$ cat config.mk
export PLATFORM = sky130hd
export DESIGN_NAME = mem_arbiter
export DESIGN_NICKNAME = d
export VERILOG_FILES = /design/src/rtl/mem_arbiter.sv
export SDC_FILE = /design/constraint.sdc
export NUM_CORES = 1
export LEC_CHECK = 0
export ABC_AREA = 1
export CAP_MARGIN = 40
export CELL_PAD_IN_SITES_DETAIL_PLACEMENT = 0
export CELL_PAD_IN_SITES_GLOBAL_PLACEMENT = 1
export CORE_MARGIN = 5
export CORE_UTILIZATION = 28
export CTS_CLUSTER_DIAMETER = 60
export DETAILED_ROUTE_END_ITERATION = 10
export PLACE_DENSITY_LB_ADDON = 0.25
export SYNTH_ARGS = -nofsm -noshare
export SYNTH_HDL_FRONTEND = slang
export SYNTH_SLANG_ARGS = --single-unit
$ cat constraint.sdc
create_clock -name clk -period 3.61 [get_ports clk]
set_input_delay 0.9025 -clock clk [delete_from_list [all_inputs] [get_ports clk]]
set_output_delay 0.9025 -clock clk [all_outputs]
set_load 0.02 [all_outputs]
$ cat src/rtl/mem_arbiter.sv
// Main-memory arbiter: I-cache fills, D-cache fills and D-cache write-through stores.
// Define ARB_ROUND_ROBIN_EN to alternate the tie winner; default build is fixed D-cache priority.
module mem_arbiter #(
  parameter int WORDS_PER_BLOCK = 8,
  parameter int ADDR_W          = 16
) (
  input  logic              clk,
  input  logic              rst,
  input  logic              icache_req,
  input  logic [ADDR_W-1:0] icache_addr,
  output logic              icache_grant,
  output logic              icache_data_valid,
  input  logic              dcache_req,
  input  logic              dcache_wr,
  input  logic [ADDR_W-1:0] dcache_addr,
  input  logic [ADDR_W-1:0] dcache_wdata,
  output logic              dcache_grant,
  output logic              dcache_data_valid,
  output logic              mem_en,
  output logic              mem_wr,
  output logic [ADDR_W-1:0] mem_addr,
  output logic [ADDR_W-1:0] mem_wdata,
  input  logic              mem_data_valid
);

  localparam int CW = $clog2(WORDS_PER_BLOCK);
  localparam logic [CW:0]   ISSUE_ONE = 1;
  localparam logic [CW-1:0] RX_ONE    = 1;
  localparam logic [CW-1:0] RX_LAST   = {CW{1'b1}};

  typedef enum logic [1:0] {IDLE, FILL_I, FILL_D, WRITE_D} state_t;

  state_t               state_q, state_d;
  logic [CW:0]          issue_cnt_q, issue_cnt_d;
  logic [CW-1:0]        rx_cnt_q, rx_cnt_d;
  logic [ADDR_W-CW-1:0] base_q, base_d;
  logic                 d_wins;
  logic                 unused_addr_bits;

  assign unused_addr_bits = ^icache_addr[CW-1:0];

`ifdef ARB_ROUND_ROBIN_EN
  // last_owner_q: 0 = I-cache, 1 = D-cache
  logic last_owner_q, last_owner_d;
  assign d_wins = !icache_req || !last_owner_q;
`else
  assign d_wins = 1'b1;
`endif

  always_ff @(posedge clk or negedge rst) begin
    if (!rst) begin
      state_q     <= IDLE;
      issue_cnt_q <= '0;
      rx_cnt_q    <= '0;
`ifdef ARB_ROUND_ROBIN_EN
      last_owner_q <= 1'b0;
`endif
    end else begin
      state_q     <= state_d;
      issue_cnt_q <= issue_cnt_d;
      rx_cnt_q    <= rx_cnt_d;
`ifdef ARB_ROUND_ROBIN_EN
      last_owner_q <= last_owner_d;
`endif
    end
  end

  // Block base address is datapath only; it is always reloaded before use.
  always_ff @(posedge clk) begin
    base_q <= base_d;
  end

  always_comb begin
    state_d     = state_q;
    issue_cnt_d = issue_cnt_q;
    rx_cnt_d    = rx_cnt_q;
    base_d      = base_q;
`ifdef ARB_ROUND_ROBIN_EN
    last_owner_d = last_owner_q;
`endif
    case (state_q)
      IDLE: begin
        issue_cnt_d = '0;
        rx_cnt_d    = '0;
        if (dcache_req && d_wins) begin
          state_d = dcache_wr ? WRITE_D : FILL_D;
          base_d  = dcache_addr[ADDR_W-1:CW];
`ifdef ARB_ROUND_ROBIN_EN
          last_owner_d = 1'b1;
`endif
        end else if (icache_req) begin
          state_d = FILL_I;
          base_d  = icache_addr[ADDR_W-1:CW];
`ifdef ARB_ROUND_ROBIN_EN
          last_owner_d = 1'b0;
`endif
        end
      end
      FILL_I, FILL_D: begin
        // The MSB of issue_cnt marks "all words issued" and freezes the count.
        if (!issue_cnt_q[CW]) issue_cnt_d = issue_cnt_q + ISSUE_ONE;
        if (mem_data_valid) begin
          if (rx_cnt_q == RX_LAST) begin
            state_d     = IDLE;
            issue_cnt_d = '0;
            rx_cnt_d    = '0;
          end else begin
            rx_cnt_d = rx_cnt_q + RX_ONE;
          end
        end
      end
      WRITE_D: state_d = IDLE;
      default: state_d = IDLE;
    endcase
  end

  always_comb begin
    icache_grant      = 1'b0;
    dcache_grant      = 1'b0;
    icache_data_valid = 1'b0;
    dcache_data_valid = 1'b0;
    mem_en            = 1'b0;
    mem_wr            = 1'b0;
    mem_addr          = '0;
    mem_wdata         = '0;
    case (state_q)
      FILL_I: begin
        icache_grant      = 1'b1;
        icache_data_valid = mem_data_valid;
        mem_en            = !issue_cnt_q[CW];
        if (!issue_cnt_q[CW]) mem_addr = {base_q, issue_cnt_q[CW-1:0]};
      end
      FILL_D: begin
        dcache_grant      = 1'b1;
        dcache_data_valid = mem_data_valid;
        mem_en            = !issue_cnt_q[CW];
        if (!issue_cnt_q[CW]) mem_addr = {base_q, issue_cnt_q[CW-1:0]};
      end
      WRITE_D: begin
        dcache_grant = 1'b1;
        mem_en       = 1'b1;
        mem_wr       = 1'b1;
        mem_addr     = dcache_addr;
        mem_wdata    = dcache_wdata;
      end
      default: ;
    endcase
  end

`ifndef SYNTHESIS
  a_one_grant: assert property (@(posedge clk) disable iff (!rst) !(icache_grant && dcache_grant));
`endif

endmodule

==> results.md <==
* Hold Crit Class: reg -> reg
* Setup Buffers After CTS at 0
* Most common cell after layout, fill and taps aside: nand2_1
* Die area at approximately 7500 um2
* Max VDD drop at 0.295 mV
* Synth-to-layout area growth at 62.0%
* R2R Path Start: state_q[0]
* Die W at ~87 um
* Leading cell types in the layout, fill and taps excluded: nand2_1 (97), clkdlybuf4s50_1 (88), inv_1 (36)
* Core Rows at 28
* CTS tree: yes
* Mux cell area share after synthesis at 0%
* Fin. Hold Viols at 0
* M2 GR Usage at 21.8%
* Hold depth at 2
* Startpoint types: register
* Min-delay src: rx_cnt_q[1]
* Initial core utilization at 28.3%
* MaxCap Viol Count at 0
* Vias at 1633
* Reg2Reg Depth at 7
* WP data required at 2.71 ns
* Main combinational cell family by area after synthesis: simple AND/OR/NAND/NOR gates
* Post-synth top area share at 23.7%
* Worst Max-Slew Pin Slew at 0.465 ns
* Post-DP HPWL at 3.55 mm
* Pleak at 0.00126 uW
* Chip height at a little under 90 um
* F_max at 302 MHz
* Hold_buf cts at 0
* Clock Path Buffers at 2
* Setup-failing EPs final at 0
* Wire length per cell at ~12 um
* Share of cells above drive strength 1 at 9.52%
* R2r endpoint: issue_cnt_q[1]
* Final TNS setup at 0 ns
* Mapped cell area at 1640 um2
* Synth Warn # at 0
* Routability-driven placement congestion ratio at about 0.8
* Congestion Overflow GR at 0
* Tmin final at 3.31 ns
* Post-synthesis adder-cell area fraction at 8.37%
* M1 GR Usage at 15.1%
* GRT Max-Usage Layer: met2
* Slew HR at 68.9%
* # DRC at 0
* Fill cell count at 597
* Boundary pin count at 92
* Utilization after layout at 45.8%
* Final #Nets at 381
* Clk Latency, worst-skew pair at 0.28 ns
* Post-Synthesis Net Count at 294
* Switching Power at 775 uW
* R2R setup slack at 1.92 ns
* Yosys reg bits at 22
* First-pass GRT wire length at approximately 7.4 mm
* Switching portion of total power at 44.4%
* Vias/cell at 4.19
* Fraction of synthesized cell area in xor and xnor cells at 0%
* CP Class: reg -> out
* Sequential share of power at between 20% and 30%
* Status: finished, final reports clean
* Tot GR Track Use at 12.5%
* RSZ-0062 raised after global routing: false
* Synth area leaders: edfxtp_1 (24%), nand2_1 (22%), dfrtp_1 (14%)
* Post-synthesis compound-gate area fraction at 9.36%
* CTS-repair resized insts at 0
* Register area share after synthesis at 37.4%
* Setup Skew at between 0.006 and 0.007 ns
* Post-Route WL at ~4.6 mm
* CP arrival at 2.40 ns
* Synthesized area per cell at 7.18 um2
* Htree depth at 1
* P_int at 971 uW
* Vias in the first global route at 1644
* Clock Tree Root: clkbuf_8
* I/O Buffers at 88
* Clock sinks at 22
* P per Cell Area at 655 nW/um2
* Largest net degree at the start of global routing at 33
* DRT iter0 DRCs at 34
* Syn Inst Count at 229
* Slew Limit Fails at 0
* DRT Pass-1 Iters at 4
* Simple-Gate Fraction of Synth Area at a little under a third
* Fin Hold WS at 0.546 ns
* Critical path capture point type: output pin
* # diodes at 0
* CP max FO at 16
* Cell taking the most area after synthesis: edfxtp_1
* Hold endpoint: rx_cnt_q[1]
* Core Area at 5820 um2
* Crit share post-route at 91.6%
* Reg clk slew, reported paths at about 0.08 ns
* DRT antenna net count at 0
* Gate power share at approximately 62%
* Clk pwr share at a little over an eighth
* CTS Buf Count at 3
* Initial antenna violation count at 0
* Synth unique cells at 18
* M3 GR Usage at under 10%
-- worst max-delay path, cell delays in order, from the launching register on --
cell and delay [ns]:
dfrtp_1 0.45, inv_1 0.11, ha_1 0.38, inv_4 0.06
nor2_8 0.25, nand2_1 0.12, a21oi_1 0.14, clkdlybuf4s50_1 0.62
-- cells by family (layout without fill, tap and decap cells) --
group / count (synthesis) / in the layout
AND/OR/NAND/NOR: 124 / 124
flip-flops: 22 / 22
AO/OA/AOI/OAI: 24 / 24
adder cells (fa/ha/maj): 11 / 11
buffers and inverters: 48 / 134
-- cell type report --
cell class                      count  area [um2]  share of cell area [%]
Timing Repair Buffer               93         931                    34.9
Multi-Input combinational cell    159         811                    30.4
Sequential cell                    22         616                    23.1
Inverter                           37         141                    5.31
Tap cell                           75        93.8                    3.52
Clock buffer                        3        41.3                    1.55
Clock inverter                      1        30.0                    1.13
-- per-stage QoR --
stage | worst slack [ns] | power (uW) | instance area (um2) | cells
finish | 0.304 | 1750 | 2660 | 390
global route | 0.102 | 1900 | 2660 | 390
CTS | 0.260 | 1780 | 2660 | 390
detailed placement | 0.445 | 1530 | 2590 | 386
global placement | 0.449 | 1520 | 2590 | 386
floorplan | 1.19 | 1140 | 1640 | 229
-- state kept, by name, summed over array words and instances, names as in the netlist --
name and count:
rx_cnt_q 3, base_q 13, issue_cnt_q 4, state_q 2
-- Yosys cell counts (all sizes together) --
cell    number
a21oi       18
dfrtp        9
or2          1
buf         11
nand2      106
nand3        6
ha          11
edfxtp      13
o21ai        6
nor2         9
nand4        2
inv         37
-- power groups by stage --
stage | clock network, uW | registers (uW) | logic [uW]
after floorplan | 0 | 412 | 724
after global placement | 0 | 423 | 1100
after detailed placement | 0 | 426 | 1100
after CTS | 242 | 421 | 1110
after global routing | 257 | 429 | 1210
final | 238 | 419 | 1090
-- metal layers --
metal,vias to the layer above,part of all wire [%]
met4,0,1.6
li1,865,-
met1,701,43
met3,5,8.6
met2,62,47
met5,-,0
-- worst max path at each step --
stage | slack (ns) | endpoint | cells past startpoint | start
after floorplan | 1.19 | mem_en | 8 | state_q[0]
after global placement | 0.45 | dcache_data_valid | 4 | mem_data_valid
after detailed placement | 0.45 | icache_data_valid | 4 | mem_data_valid
after CTS | 0.26 | mem_addr[2] | 7 | state_q[1]
after global routing | 0.10 | mem_addr[14] | 7 | state_q[1]
final | 0.30 | mem_addr[2] | 7 | state_q[1]
No activity file was read; power rests on OpenSTA's default activity.
